File: src/rtl/instr_fetch_unit.sv
// Instruction fetch stage: owns the fetch PC, reads words over a req/ack handshake,
// and hands {pc, word} to the datapath from a small queue; redirect flushes and refetches.
module instr_fetch_unit #(
    parameter logic [31:0] RESET_PC = 32'h0000_0000,
    parameter int          DEPTH    = 2
) (
    input  logic        CLK,
    input  logic        reset,
    output logic        imem_req,
    output logic [31:0] imem_addr,
    input  logic        imem_ack,
    input  logic [31:0] imem_rdata,
    input  logic        redirect,
    input  logic [31:0] redirect_pc,
    output logic        inst_valid,
    input  logic        inst_ready,
    output logic [31:0] instructionCode,
    output logic [31:0] inst_pc
);
    localparam int               PTR_W   = $clog2(DEPTH);
    localparam int               CNT_W   = PTR_W + 1;
    localparam logic [CNT_W-1:0] DEPTH_C = CNT_W'(DEPTH);

    typedef enum logic [1:0] {S_IDLE, S_WAIT, S_DROP} state_t;

    state_t           r_state, w_state_nxt;
    logic [31:0]      r_fetch_pc, w_fetch_pc_nxt;
    logic [31:0]      r_req_addr, w_req_addr_nxt;
    logic [31:0]      r_q_pc   [DEPTH];
    logic [31:0]      r_q_word [DEPTH];
    logic [PTR_W-1:0] r_wptr, r_rptr;
    logic [CNT_W-1:0] r_count, w_count_nxt;
    logic             w_pop, w_push, w_space;
    logic [31:0]      w_redir_pc;

    assign w_redir_pc      = redirect_pc & 32'hFFFF_FFFC;
    assign imem_req        = (r_state != S_IDLE);
    assign imem_addr       = r_req_addr;
    assign inst_valid      = (r_count != '0);
    assign instructionCode = inst_valid ? r_q_word[r_rptr] : 32'h0;
    assign inst_pc         = inst_valid ? r_q_pc[r_rptr]   : 32'h0;

    // A request is only launched when the slot its word will need is already free.
    always_comb begin
        w_pop       = inst_valid && inst_ready;
        w_push      = (r_state == S_WAIT) && imem_ack && !redirect;
        w_count_nxt = r_count - CNT_W'(w_pop) + CNT_W'(w_push);
        w_space     = (w_count_nxt < DEPTH_C);
    end

    always_comb begin
        w_state_nxt    = r_state;
        w_fetch_pc_nxt = r_fetch_pc;
        w_req_addr_nxt = r_req_addr;
        case (r_state)
            S_IDLE: begin
                if (redirect) begin
                    w_fetch_pc_nxt = w_redir_pc;
                end else if (w_space) begin
                    w_req_addr_nxt = r_fetch_pc;
                    w_state_nxt    = S_WAIT;
                end
            end
            S_WAIT: begin
                if (imem_ack) begin
                    if (redirect) begin
                        w_fetch_pc_nxt = w_redir_pc;
                        w_state_nxt    = S_IDLE;
                    end else begin
                        w_fetch_pc_nxt = r_req_addr + 32'd4;
                        if (w_space) begin
                            w_req_addr_nxt = r_req_addr + 32'd4;
                        end else begin
                            w_state_nxt = S_IDLE;
                        end
                    end
                end else if (redirect) begin
                    w_fetch_pc_nxt = w_redir_pc;
                    w_state_nxt    = S_DROP;
                end
            end
            S_DROP: begin
                if (redirect) begin
                    w_fetch_pc_nxt = w_redir_pc;
                end
                if (imem_ack) begin
                    w_state_nxt = S_IDLE;
                end
            end
            default: w_state_nxt = S_IDLE;
        endcase
    end

    always_ff @(posedge CLK) begin
        if (reset) begin
            r_state    <= S_IDLE;
            r_fetch_pc <= RESET_PC;
            r_req_addr <= RESET_PC;
            r_count    <= '0;
            r_wptr     <= '0;
            r_rptr     <= '0;
        end else begin
            r_state    <= w_state_nxt;
            r_fetch_pc <= w_fetch_pc_nxt;
            r_req_addr <= w_req_addr_nxt;
            // Flush takes priority over any pop or push in the same cycle.
            if (redirect) begin
                r_count <= '0;
                r_wptr  <= '0;
                r_rptr  <= '0;
            end else begin
                r_count <= w_count_nxt;
                if (w_push) r_wptr <= r_wptr + PTR_W'(1);
                if (w_pop)  r_rptr <= r_rptr + PTR_W'(1);
            end
        end
    end

    always_ff @(posedge CLK) begin
        if (w_push) begin
            r_q_pc[r_wptr]   <= r_req_addr;
            r_q_word[r_wptr] <= imem_rdata;
        end
    end

endmodule
File: config.mk
export PLATFORM = sky130hd
export DESIGN_NAME = instr_fetch_unit
export DESIGN_NICKNAME = d
export VERILOG_FILES = /design/src/rtl/instr_fetch_unit.sv
export SDC_FILE = /design/constraint.sdc
export NUM_CORES = 1
export LEC_CHECK = 0
export ABC_CLOCK_PERIOD_IN_PS = 16700
export CAP_MARGIN = 20
export CORE_MARGIN = 4
export CORE_UTILIZATION = 40
export CTS_CLUSTER_DIAMETER = 30
export CTS_CLUSTER_SIZE = 40
export DETAILED_ROUTE_END_ITERATION = 10
export SYNTH_ARGS = -nofsm -noshare
export SYNTH_HDL_FRONTEND = slang
export SYNTH_SLANG_ARGS = --single-unit
File: constraint.sdc
create_clock -name CLK -period 16.7 [get_ports CLK]
set_clock_uncertainty 0.1 [all_clocks]
set_input_delay 4.175 -clock CLK [delete_from_list [all_inputs] [get_ports CLK]]
set_output_delay 4.175 -clock CLK [all_outputs]
set_load 0.05 [all_outputs]
# Word-level counts from Yosys, hierarchy flattened
# Memory sizes are Yosys's and may differ from the RTL's. A register that Yosys moved wholly into a read port is not among the register bits.
# Cells that the tools add are included.
# totals
register_bits,70
ram_bits,128
in_bits,69
out_inout_bits,98
wordCells,63
n_memories,2
# op_classes
n_addsub,5
order_cmp,1
n_eq_ne,10
mux,26
n_reduce_logical,13
# memory_table
memory,depth,word_bits,read_ports,rd_ports_with_merged_regs,wr,line,rtl
r_q_pc,2,32,1,1,1,29,logic [31:0] r_q_pc [DEPTH];
r_q_word,2,32,1,1,1,30,logic [31:0] r_q_word [DEPTH];
# op_table
cell,count
32-bit two-way mux,10
32-bit case mux with 2 select lines,2
"32-bit by 3-bit adder with 32-bit output, second input constant",1
2-bit two-way mux,7
"2-bit != test, second input constant",6
2-bit nonzero test,4
1-bit two-way mux,6
"3-bit != test, second input constant",2
2-bit case mux with 3 select lines,1
6-bit AND reduction,1
5-bit AND reduction,1
2-bit OR reduction,2
1-bit logical AND,3
"1-bit adder, second input constant",2
2-bit by 1-bit adder with 2-bit output,1
"2-bit by 1-bit equality test with 1-bit output, second input constant",1
"2-bit equality test, second input constant",1
2-bit zero test,1
"2-bit < comparator, second input constant",1
2-bit by 1-bit subtractor with 2-bit output,1
1-bit zero test,1

# Depth between registers and ports, before layout
# Gate-level depths: netlist (run 1).
# logic_depth
ltp_word,9
ltp_mapped,13
depth_no_buf,11

# Least setup slack after synthesis (run 1)
# OpenSTA, ideal clock, no wires.
# synth_timing
path_kind,input to register
from,input port redirect
to,memory r_q_pc[0][0] (enable)
setup_ps,487
t_arrival_ps,7737
required_ps,16113
path_slack_ps,8377
stages,5
n_path_buf,1
path_cell_list,clkbuf_1 > nand2b_1 > nor2_1 > inv_1 > nor2_1
# synth_via
elab_chain_len,4
# synth_rtl
element,line,rtl
"start, declared",13,"input logic redirect,"
1-bit zero test,46,w_push = (r_state == S_WAIT) && imem_ack && !redirect;
1-bit logical AND,46,
1-bit two-way mux,120,if (w_push) begin
1-bit two-way mux (implied by the code),121,r_q_pc[r_wptr] <= r_req_addr;
"end, declared",29,
# Every way passes these cells.

# Worst setup path after layout (run 1)
# layout_timing
from,input port imem_ack
to,"register r_req_addr[23], in the netlist imem_addr[23]"
# layout_via
elab_chain_len,6
# layout_rtl
element,line,rtl
"start, declared",11,"input logic imem_ack,"
1-bit logical AND (2 in a row),46,
2-bit by 1-bit adder with 2-bit output,47,w_count_nxt = r_count - CNT_W'(w_pop) + CNT_W'(w_push);
2-bit < comparator,48,w_space = (w_count_nxt < DEPTH_C);
2-bit != test (no source line),-,
6-bit AND reduction (no source line) (*),-,
"end signal, assigned",105,r_req_addr <= w_req_addr_nxt;
"end, declared",28,"logic [31:0] r_req_addr, w_req_addr_nxt;"
# Mark *: on every way between the ends. The rest lies on a longest branch, timed or not.
# A chain may end at the register's enable or synchronous reset.

==> results summary, run 1 <==
The delay of the slowest cell on the worst path is approximately 0.86 ns. The number of nets at the end of the flow came out at about 1000. For this run, the detailed router's first-pass iteration total came to 5. Once the floorplan was initialized, standard cells occupied 41.0% of the core. The antenna diode instance count came out at 0. The residual antenna-violating net count after detailed routing is 0. The clock sink count came out at 199.

The placed instance count came out at 1206. The via count came out at 6911. The power spent charging and discharging nets is 0.000277 W. The die is approximately 160 um wide.

The clock tree from TritonCTS is done. The cell count after synthesis came out at 806. The part of the Yosys area used for sequential elements came out at around three fifths.

Setup repair after global routing left no endpoint under its margin. The port buffer count is 164. After routing the design area is about 12000 sq um. The yosys synthesis warning count is 0. The total setup buffers inserted after CTS is 0.

By area the synthesized netlist is led by sky130_fd_sc_hd__edfxtp_1 (43%), sky130_fd_sc_hd__dfxtp_1 (16%), sky130_fd_sc_hd__mux2i_1 (8.0%), sky130_fd_sc_hd__nor2_1 (4.1%), sky130_fd_sc_hd__a21oi_1 (2.5%). The die boundary height came out at between 150 and 200 um. The number of slew-limit violations in the final report is 0. The number of hold violations in the final report is 0. The synthesized design spends more area on one cell type than any other, namely sky130_fd_sc_hd__edfxtp_1. The total grt overflow came out at 0. The post-cts hold buffer count came out at 0. The slew at the pin closest to its max-slew limit is 1.11 ns.

The post-placement cell area is around 11000 sq um. The fraction of post-synthesis cell area in the top cell type by area came out at 42.5%. Once layout is complete, the cells apart from fillers number 1238. The tightest slew margin relative to the limit is ~26%. Timing would allow up to 124 MHz. By startpoint and endpoint, the worst setup path is classified as input port to register. The sequential share of power came out at 50.5%. The dominant register cell in the synthesized netlist is sky130_fd_sc_hd__edfxtp_1. The number of enable flip-flop cells after synthesis is around 130.

The core region area is 22000 sq um. The fraction of power spent switching nets is roughly a quarter. The number of synthesized register bits came out at roughly 200.

The clock edge transition at the registers on the reported setup and hold paths came out at 0.07 ns. Per report_power, the combinational group accounts for 10.3% of the total. Power spread over the standard cell area amounts to 94.1 nW/um^2. CTS placed an instance of sky130_fd_sc_hd__clkbuf_16 at the clock tree root. For this block, the initial DRC count from the detailed router was 601.

The overall routing resource usage is about a fifth. The worst setup path is captured at a register. The final design utilization came out at a little over half. The wire length of the first global-routing pass is 37900 um. The number of top-level design ports is 167.

The share of total power in the clock network is 39.3%. The routed wire length came out at 25000 um. The post-synthesis cell area came out at 9040 sq um. The kind of start point of the critical path is an input port. At the worst endpoint, the required time is ~17 ns. The floorplan step defined a die boundary enclosing 25100 sq um.

The count of max-cap constraint violations came out at 0. Clock tree synthesis inserted a total of 17 buffers. The post-route minimum period came out at around 8.1 ns. The total number of placement rows came out at 54.

The later pin in the worst-skew pair is clocked with a latency of 0.44 ns. The number of buffers on the longest clock path is 2. The peak fanout along the critical path came out at 15. Compared with the post-synthesis result, the final layout area differs by 27.4%. The leakage dissipation is 3.70 nW.

Setup violations remaining at the end of the flow were counted as 0. The depth of the CTS H-tree is 4. On the critical path, the stage with the largest delay is an instance of sky130_fd_sc_hd__clkdlybuf4s50_1. The final critical path takes up 48.2% of the cycle. The post-synthesis async set-or-reset flop share is 0%. The distinct cell type count after synthesis is 71. The via count of the first global-routing pass came out at approximately 6500. The average instance in the mapped netlist occupies 11.2 sq um. The synthesized net count is 878. The summed negative setup slack over all endpoints is 0 ns. The internal portion of total power came out at 0.000806 W. The average vias per placed instance is approximately 5.6.

Gates resized during post-CTS repair numbered 0. Detailed placement finished with a half-perimeter wire length of roughly 16000 um. The arrival time at the worst endpoint is 8.31 ns.

The weighted congestion at the end of routability-driven global placement is 0.854. The min-delay analysis places its worst path in the category register to register. The maximum number of pins on one net before global-route repair came out at 66. The number of antenna violations at the first check in global routing was 0. VDD sags by at most around 0.067 mV. The signal on the critical path passes through clkdlybuf4s50_1 -> nand2b_1 -> nor2_1 -> buf_4 -> inv_1 -> ha_1 -> inv_1 -> ha_1 -> xnor3_1 -> and3_1 -> nand2_1 -> or3_1 -> a31oi_1. The average detailed-routed wire length per instance came out at 20.2 um. In the final layout, the share of cells above drive strength 1 is 6.68%. The filler cells instantiated in the layout total 2005. The flow ran to the end, and the final reports show no timing, DRC or antenna violations.

After detailed routing, the number of remaining DRC violations is 0.
-- flip-flops by register name, indices dropped and copies added (netlist names), named ones only --
name,cells
r_state,2
imem_addr,32
r_wptr,1
r_rptr,1
r_q_pc,64
r_count,2
r_q_word,64
r_fetch_pc,32
-- cells in the mapped netlist, types with 4 or more instances --
master and instances:
sky130_fd_sc_hd__xor2_1 4, sky130_fd_sc_hd__o21ai_0 25, sky130_fd_sc_hd__dfxtp_1 71, sky130_fd_sc_hd__o221ai_1 7
sky130_fd_sc_hd__nor2_1 98, sky130_fd_sc_hd__a21o_1 4, sky130_fd_sc_hd__a31oi_1 10, sky130_fd_sc_hd__a22oi_1 19
sky130_fd_sc_hd__mux2i_1 72, sky130_fd_sc_hd__nor4_1 6, sky130_fd_sc_hd__clkbuf_1 36, sky130_fd_sc_hd__a2bb2oi_1 4
sky130_fd_sc_hd__or2_2 4, sky130_fd_sc_hd__or3_1 6, sky130_fd_sc_hd__nand3_1 20, sky130_fd_sc_hd__xnor2_1 21
sky130_fd_sc_hd__o211ai_1 4, sky130_fd_sc_hd__nand2b_1 5, sky130_fd_sc_hd__buf_1 8, sky130_fd_sc_hd__o32ai_1 7
sky130_fd_sc_hd__inv_1 18, sky130_fd_sc_hd__edfxtp_1 128, sky130_fd_sc_hd__and2_1 9, sky130_fd_sc_hd__nor2b_1 4
sky130_fd_sc_hd__and4_1 9, sky130_fd_sc_hd__o22ai_1 13, sky130_fd_sc_hd__and3_1 4, sky130_fd_sc_hd__nand2_1 45
sky130_fd_sc_hd__buf_2 7, sky130_fd_sc_hd__nand4_1 14, sky130_fd_sc_hd__a21oi_1 45, sky130_fd_sc_hd__o31a_1 5
sky130_fd_sc_hd__nor3_1 17, sky130_fd_sc_hd__a211oi_1 4
-- cells in the final DEF (no fill, tap or decap), drive strengths merged, types with 5 or more instances in the layout --
cell           count
and2              11
nor2              98
mux2i             72
o32ai              7
or3                6
clkdlybuf4s50    164
clkbuf            18
dfxtp             71
o21ai             26
a21oi             45
nand4             15
and3               6
nor4               8
o31a               6
or2                5
a22oi             19
nor3              17
and4               9
o22ai             13
nand3             21
inv               27
a31oi             10
buf               11
xnor2             21
edfxtp           128
nand2b             5
nand2             45
o221ai             7
-- power by group through the flow --
stage                     sequential, W  clock, W  combinational (W)
final                          0.000547  0.000425           0.000111
after detailed placement       0.000558         0           0.000111
after floorplan                0.000564         0          0.0000567
after CTS                      0.000547  0.000435           0.000111
after global routing           0.000549  0.000453           0.000119
after global placement         0.000557         0           0.000109
-- metal layers --
layer	track usage (%)	up-vias	share of wire, %
met4	4.47	0	1.1
met3	4.10	21	7.3
li1	-	3291	-
met1	28.2	3347	45
met2	30.9	252	46
met5	0	-	0
-- cells by family (layout without fill, tap and decap cells) --
kind of cell             after synthesis  after routing  share of synthesized area [%]
buffers and inverters                 74            226                           3.38
AND/OR/NAND/NOR                      257            257                           14.2
flip-flops                           199            199                           58.3
AO/OA/AOI/OAI                        173            173                           12.9
multiplexers                          74             74                           8.22
XOR/XNOR                              26             26                           2.67
adder cells (fa/ha/maj)                3              3                          0.415
-- metrics by stage --
stage / power, W / hold WS, ns / setup slack [ns]
2_1_floorplan: 0.000620 / 0.332 / 8.38
3_3_place_gp: 0.000667 / 0.345 / 8.37
3_5_place_dp: 0.000668 / 0.354 / 8.30
4_1_cts: 0.00109 / 0.364 / 8.76
6_report: 0.00108 / 0.362 / 8.64
5_1_grt: 0.00112 / 0.397 / 8.43
-- layout make-up --
class                           count  area [sq um]  area share [%]
Sequential cell                   199          5270            45.8
Multi-Input combinational cell    533          3490            30.3
Timing Repair Buffer              175          1720            15.0
Clock buffer                       18           429            3.73
Tap cell                          280           350            3.04
Clock inverter                     14           175            1.52
Inverter                           19          71.3           0.619
-- critical path, delay by kind of cell --
| kind | cells | cell delay (ns) |
|---|---|---|
| and+or+nand+nor | 5 | 1.87 |
| buffers and inverters | 4 | 1.30 |
| adders and majority gates | 2 | 0.48 |
| xor gates and xnor gates | 1 | 0.29 |
| AOI/OAI and AO/OA | 1 | 0.16 |
-- worst paths after layout --
kind | start | to | slack, ns | cells after the start
worst max-delay path | imem_ack | imem_addr[23] | 8.64 | 13
worst min register to register | r_fetch_pc[5] | r_fetch_pc[5] | 0.36 | 2
worst max register to register | r_state[1] | imem_addr[23] | 12.27 | 13
worst min-delay path | r_fetch_pc[5] | r_fetch_pc[5] | 0.36 | 2
Power figures use the tool's default switching activity.
==> run 2: changes to the inputs <==
--- a/config.mk
+++ b/config.mk
@@ -5,7 +5,7 @@
 export SDC_FILE = /design/constraint.sdc
 export NUM_CORES = 1
 export LEC_CHECK = 0
-export ABC_CLOCK_PERIOD_IN_PS = 16700
+export ABC_CLOCK_PERIOD_IN_PS = 7500
 export CAP_MARGIN = 20
 export CORE_MARGIN = 4
 export CORE_UTILIZATION = 40
==> constraint.sdc (replaced) <==
create_clock -name CLK -period 7.5 [get_ports CLK]
set_clock_uncertainty 0.1 [all_clocks]
set_input_delay 1.875 -clock CLK [delete_from_list [all_inputs] [get_ports CLK]]
set_output_delay 1.875 -clock CLK [all_outputs]
set_load 0.05 [all_outputs]
==> run 2 against run 1 <==
Compared with the run above: cell count grew 0.48%; global-route usage rose by 0.18 points; clock-buffer cell count is 1 lower; register-to-register slack got worse by 8.4 ns; largest cell class unchanged; clock power up 100%; critical path depth rose by 1.
==> results summary, run 2 (synthesized netlist as in run 1, its figures left out) <==
The number of cells upsized or downsized after cts is 0 (unchanged). The summed negative setup slack over all endpoints came to 0 ns (unchanged). The flop-to-flop setup slack came out at 3.83 ns (-8.44 ns). The total grt overflow came out at 0 (unchanged). The total setup buffers inserted after CTS came out at 0 (unchanged). The run finished with clean final reports. The number of buffers on the longest clock path is 2 (unchanged). The final cell count without fillers is 1244 (+0.48%). The final critical-path share of the clock period is 67.2%. The total non-filler cell area in the finished layout is 11500 sq um (about the same). The clock edge transition at the registers on the reported setup and hold paths is 0.07 ns (about the same). The detailed-router iteration count before antenna repair was 5 (unchanged).

In the layout the commonest cells are sky130_fd_sc_hd__clkdlybuf4s50_1 (164), sky130_fd_sc_hd__edfxtp_1 (128), sky130_fd_sc_hd__nor2_1 (96). TritonCTS built the clock tree. The number of antenna violations at the first check in global routing came out at 0 (unchanged). The sequential share of power is 52.3% (+1.8 points). The residual antenna-violating net count after detailed routing came out at 0 (unchanged). The arrival time at the worst endpoint came out at 5.29 ns (-3.02 ns). The worst path needs 5.04 ns of the cycle, external delays included.

The clock latency at the later pin of the worst-skew pair came out at 0.43 ns (about the same). The die span in x was 158 um (unchanged). The average vias per placed instance came out at 5.66 (+1.4%). The total clock buffers created by CTS is 17 (unchanged). The origin of the critical flop-to-flop path is r_state[1]. The via count of the first global-routing pass is 6691 (+2.2%). The slew at the pin closest to its max-slew limit is 0.961 ns (-0.145 ns).

The number of setup violations in the final report came out at 0 (unchanged). The internal portion of total power came to 0.00172 W (+110%). The peak fanout along the critical path is 21 (+6). The final total power came out at 0.00233 W (+120%). The number of hold violations in the final report came to 0 (unchanged). The share of total power in the clock network is 37.0% (-2.3 points). The critical path data required time came out at 7.75 ns (-9.21 ns).

The average detailed-routed wire length per instance came to 20.3 um (+0.24%). The ratio of total power to cell area is 202 nW/um^2 (+110%). The wire length of the first global-routing pass came to 38300 um (+0.95%). The number of top-level design ports is 167 (unchanged). The total number of placement rows came out at 54 (unchanged). The delay of the slowest cell on the worst path came out at 0.88 ns (+0.02 ns).

The final design utilization came out at 52.3% (about the same). Based on the critical path, the design can be clocked at up to 198 MHz. The post-placement cell area was 11000 sq um (+0.60%).

The highest ir drop seen on vdd is 0.135 mV (+100%). The post-cts hold buffer count was 0 (unchanged). The via count came out at 7044 (+1.9%). The routed wire length is 25200 um (+0.73%). The fraction of power spent switching nets was 26.1% (+0.49 points). Setup repair after global routing left no endpoint under its margin. The floorplan die area is 25100 sq um (unchanged). STA classifies the critical path startpoint as an input port. The number of DRC markers after the initial detailed-route iteration came out at 617 (+2.7%). The overall routing resource usage came out at 19.8% (+0.18 points).

The maximum number of pins on one net before global-route repair came out at 65 (-1.5%). The die boundary height was 158 um (unchanged). The signal on the critical path passes through clkdlybuf4s50_1 -> nand2b_1 -> nor2_1 -> buf_4 -> inv_1 -> ha_1 -> inv_1 -> ha_1 -> xnor3_1 -> and3_1 -> buf_4 -> nand3_1 -> mux2_2 -> a31oi_1.

The clock sink count is 199 (unchanged). The core region area is 22000 sq um (unchanged). The count of max-cap constraint violations is 0 (unchanged). The proportion of layout cells with a drive suffix above 1 came out at 7.16% (+0.48 points). In this run the worst setup path begins at imem_ack. The depth of the CTS H-tree was 4 (unchanged). The tree is rooted in a sky130_fd_sc_hd__clkbuf_16. The starting density of the core is 41.0% (unchanged). The antenna diode instance count came to 0 (unchanged). The area growth from synthesis to layout is 27.5% (about the same).

The worst setup path is captured at a register. The largest registers in the layout are r_q_pc x64, r_q_word x64. The tightest slew margin relative to the limit is 35.7% (+9.7 points). The startpoint of the tightest hold check path is r_fetch_pc[5]. The library cell used most frequently in the layout, excluding fill and tap cells, is sky130_fd_sc_hd__clkdlybuf4s50_1. The leakage dissipation is 3.70 nW (+0.17%).

The placed instance count came out at 1213 (+0.58%). The DRC violation count after routing came out at 0 (unchanged). The share of total power in combinational logic is 10.8% (+0.5 points). The HPWL after detailed placement came out at 16500 um (+2.2%). The number of slew-limit violations in the final report was 0 (unchanged). The power spent charging and discharging nets came out at 0.000608 W (+120%). The type of the tightest min-delay check is register to register. The port buffer count is 164 (unchanged). The worst setup path is of the input port to register kind.

The weighted congestion at the end of routability-driven global placement is 0.834 (-2.4%). The number of nets at the end of the flow came out at 1024 (+0.69%). On the critical path, the stage with the largest delay is an instance of sky130_fd_sc_hd__clkdlybuf4s50_1.
run 2: changes by cell type in the layout (fill, tap and decap cells not counted), moves of 2 or more:
cell	delta
sky130_fd_sc_hd__bufinv_16	-2
sky130_fd_sc_hd__inv_6	-2
sky130_fd_sc_hd__clkinv_1	+2
sky130_fd_sc_hd__inv_8	-2
sky130_fd_sc_hd__buf_4	+6
sky130_fd_sc_hd__clkinv_4	+2
run 2: power by group through the flow:
stage	clock network, W	logic [W]	registers (W)
3_3_place_gp	0	0.000247	0.00124
5_1_grt	0.000921	0.000267	0.00122
6_report	0.000862	0.000251	0.00122
2_1_floorplan	0	0.000126	0.00126
4_1_cts	0.000881	0.000251	0.00122
3_5_place_dp	0	0.000250	0.00124
run 2: critical path, delay by kind of cell:
kind,cells,cell delay (ns)
XOR/XNOR,1,0.31
adder cells (fa/ha/maj),2,0.44
buffers and inverters,5,1.54
AO/OA/AOI/OAI,1,0.12
multiplexers,1,0.28
AND/OR/NAND/NOR,4,0.70
run 2: final cells by class:
class	count	area, sq um
inverters	19	71.3
clock inverters	14	121
multi-input cells	533	3490
fillers	1988	10500
repair buffers	182	1790
clock buffers	17	425
well taps	280	350
flip-flops and latches	199	5270
run 2: worst paths after layout:
kind	to	depth (start not counted)
hold reg to reg	r_fetch_pc[5]	2
hold / removal	r_fetch_pc[5]	2
setup / recovery	imem_addr[24]	14
setup reg to reg	imem_addr[21]	14
run 2: through the flow:
stage               worst slack, ns  hold WS (ns)
floorplan                      1.48         0.332
global placement               2.14         0.346
detailed placement             2.10         0.357
CTS                            2.54         0.367
global route                   2.21         0.387
finish                         2.46         0.362
run 2: layer usage:
metal / global-route usage (%) / part of all wire, % / vias up
li1: - / - / 3320
met1: 28.3 / 44 / 3377
met2: 31.2 / 47 / 315
met3: 3.37 / 7.4 / 32
met4: 6.17 / 1.7 / 0
met5: 0 / 0 / -
==> run 3: changes to the inputs <==
--- a/config.mk
+++ b/config.mk
@@ -5,13 +5,14 @@
 export SDC_FILE = /design/constraint.sdc
 export NUM_CORES = 1
 export LEC_CHECK = 0
-export ABC_CLOCK_PERIOD_IN_PS = 7500
+export ABC_CLOCK_PERIOD_IN_PS = 4600
 export CAP_MARGIN = 20
 export CORE_MARGIN = 4
 export CORE_UTILIZATION = 40
 export CTS_CLUSTER_DIAMETER = 30
 export CTS_CLUSTER_SIZE = 40
 export DETAILED_ROUTE_END_ITERATION = 10
+export PLACE_DENSITY = 0.66
 export SYNTH_ARGS = -nofsm -noshare
 export SYNTH_HDL_FRONTEND = slang
 export SYNTH_SLANG_ARGS = --single-unit
==> constraint.sdc (replaced) <==
create_clock -name CLK -period 4.6 [get_ports CLK]
set_clock_uncertainty 0.1 [all_clocks]
set_input_delay 1.15 -clock CLK [delete_from_list [all_inputs] [get_ports CLK]]
set_output_delay 1.15 -clock CLK [all_outputs]
set_load 0.05 [all_outputs]
==> run 3 against run 2 <==
Compared with the run above: clock power up 71%; final area up 0.81%; hold slack worse by 0.0032 ns; global-route usage down 0.16 points; cell count up 0.32%; total power up 66%; critical endpoint is now inst_pc[1]; largest cell class unchanged; highest routed layer unchanged.
==> results summary, run 3 (synthesized netlist as in run 1, its figures left out) <==
The slew at the pin closest to its max-slew limit is 0.847 ns (-0.115 ns). The via count of the first global-routing pass came out at 6683 (-0.12%). The DRC violation count after routing came to 0 (unchanged). The die boundary height is 158 um (unchanged).

The HPWL after detailed placement is 16500 um (+0.17%). The overall routing resource usage came out at 19.7% (-0.16 points). The final total power is 0.00387 W (+66%). The fraction of met2 tracks used by global routing came out at 31.7% (+0.54 points). The arrival time at the worst endpoint came out at 2.45 ns (-2.84 ns). The number of hold violations in the final report came out at 0 (unchanged).

The final setup slack of the worst path was 0.903 ns (-1.56 ns). The number of nets at the end of the flow was 1027 (+0.29%). The ratio of total power to cell area came out at 333 nW/um^2 (+65%). The clock sink count came out at 199 (unchanged). The floorplan die area came out at 25100 sq um (unchanged). The master cell of the clock root buffer is sky130_fd_sc_hd__clkbuf_16.

STA classifies the critical path endpoint as an output pin. The starting density of the core came to 41.0% (unchanged). The number of top-level design ports came out at 167 (unchanged). The total grt overflow came out at 0 (unchanged). Setup repair after global routing left no endpoint under its margin. The routed wire length came out at 24800 um (-1.5%).

The met1 track demand over resource in global routing was 27.0% (-1.3 points). The average vias per placed instance came out at 5.64 (-0.46%). The die span in x is 158 um (unchanged).

The number of buffers on the longest clock path is 2 (unchanged). The highest ir drop seen on vdd is 0.213 mV (+58%). The library cell used most frequently in the layout, excluding fill and tap cells, is sky130_fd_sc_hd__clkdlybuf4s50_1. TritonCTS built the clock tree. The final critical-path share of the clock period came out at 80.4%. The type of the tightest min-delay check is register to register. The count of max-cap constraint violations came out at 0 (unchanged). The via count came out at 7034 (-0.14%). The worst setup path is of the register to output pin kind.

The residual antenna-violating net count after detailed routing is 0 (unchanged). In the layout the commonest cells are sky130_fd_sc_hd__clkdlybuf4s50_1 (164), sky130_fd_sc_hd__edfxtp_1 (128), sky130_fd_sc_hd__nor2_1 (96). The depth of the CTS H-tree came out at 4 (unchanged). The detailed-router iteration count before antenna repair came out at 5 (unchanged).

The number of setup violations in the final report was 0 (unchanged). The total number of placement rows is 54 (unchanged). The number of DRC markers after the initial detailed-route iteration came out at 479 (-22%). The flow ran to the end, and the final reports show no timing, DRC or antenna violations. The clock edge transition at the registers on the reported setup and hold paths came to 0.07 ns (about the same). The maximum number of pins on one net before global-route repair came out at 54 (-17%). The weighted congestion at the end of routability-driven global placement came out at 0.881 (+5.7%).

The critical path data required time came out at 3.35 ns (-4.40 ns). The clock latency at the later pin of the worst-skew pair is 0.43 ns (about the same). The setup slack after placement came to 0.517 ns (-1.59 ns). The leakage dissipation came out at 3.76 nW (+1.5%). The peak fanout along the critical path was 53 (+150%). The tightest slew margin relative to the limit came to 43.3% (+7.7 points).

In this run the most used layer during global routing was met2. The layout filler cell count came out at 1926 (-3.1%). The kind of start point of the critical path is a register. The number of slew-limit violations in the final report came out at 0 (unchanged).

The wire length of the first global-routing pass is 37800 um (-1.3%). The number of cells upsized or downsized after cts is 0 (unchanged). The met3 capacity usage during global routing came out at 4.32% (+0.95 points).

The post-route minimum period came out at roughly 3.7 ns. The total setup buffers inserted after CTS came out at 0 (unchanged). The core region area is 22000 sq um (unchanged). The area growth from synthesis to layout came out at 28.5%. The total clock buffers created by CTS is 17 (unchanged). The port buffer count came to 164 (unchanged).

The antenna diode instance count was 0 (unchanged). The largest registers in the layout are r_q_pc x64, r_q_word x64. The summed negative setup slack over all endpoints came to 0 ns (unchanged). The post-cts hold buffer count is 0 (unchanged). The number of antenna violations at the first check in global routing is 1 (+1). The average detailed-routed wire length per instance came out at 19.9 um (-1.9%). The maximum clock frequency is 271 MHz. The proportion of layout cells with a drive suffix above 1 came out at 7.64% (+0.49 points).
==> run 3: changes by cell type in the layout (fill, tap and decap cells not counted), sizes merged <==
cell / before / now
inv: 23 / 24
clkinv: 8 / 9
bufinv: 0 / 1
clkinvlp: 2 / 0
buf: 18 / 21
==> run 3: layout make-up <==
class | count | area [sq um] | share of cell area [%]
timing repair buffer | 185 | 1850 | 15.9
multi-input combinational | 533 | 3490 | 30.0
clock inverter | 15 | 163 | 1.40
tap | 280 | 350 | 3.02
clock buffer | 17 | 425 | 3.66
inverter | 19 | 71.3 | 0.614
sequential | 199 | 5270 | 45.4
==> run 3: path summary, 6_finish.rpt <==
check | start | endpoint | slack [ns] | cells after the start
worst max-delay path | register | inst_pc[1] | 0.90 | 4
worst min-delay path | r_fetch_pc[5] | r_fetch_pc[5] | 0.36 | 2
worst max register to register | r_count[1] | imem_addr[10] | 1.33 | 11
worst min register to register | r_fetch_pc[5] | r_fetch_pc[5] | 0.36 | 2
==> run 3: worst max-delay path, stage by stage (launching register included) <==
cell	delay (ns)
sky130_fd_sc_hd__dfxtp_4	0.49
sky130_fd_sc_hd__buf_12	0.33
sky130_fd_sc_hd__mux2i_1	0.13
sky130_fd_sc_hd__nor2_1	0.16
sky130_fd_sc_hd__clkdlybuf4s50_1	0.83
==> run 3: power breakdown <==
| group | switching, W | total [W] | internal, W |
|---|---|---|---|
| clock | 0.000704 | 0.00147 | 0.000771 |
| sequential | 0.0000436 | 0.00198 | 0.00194 |
| combinational | 0.000248 | 0.000416 | 0.000167 |
| total | 0.000995 | 0.00387 | 0.00288 |
==> run 3: per-layer routing <==
layer	wire, um	vias to the layer above	part of all wire, %
li1	-	3325	-
met1	10900	3403	44
met2	11800	281	48
met3	1790	25	7.2
met4	393	0	1.6
met5	0	-	0
==> run 3: metrics by stage <==
stage | std cells | hold slack [ns] | util (%) | cell area, sq um
floorplan | 806 | 0.332 | - | 9040
global placement | 1216 | 0.346 | 50.1 | 11000
detailed placement | 1216 | 0.349 | 50.1 | 11000
CTS | 1248 | 0.360 | 52.7 | 11600
global route | 1248 | 0.373 | 52.7 | 11600
finish | 1248 | 0.358 | 52.7 | 11600
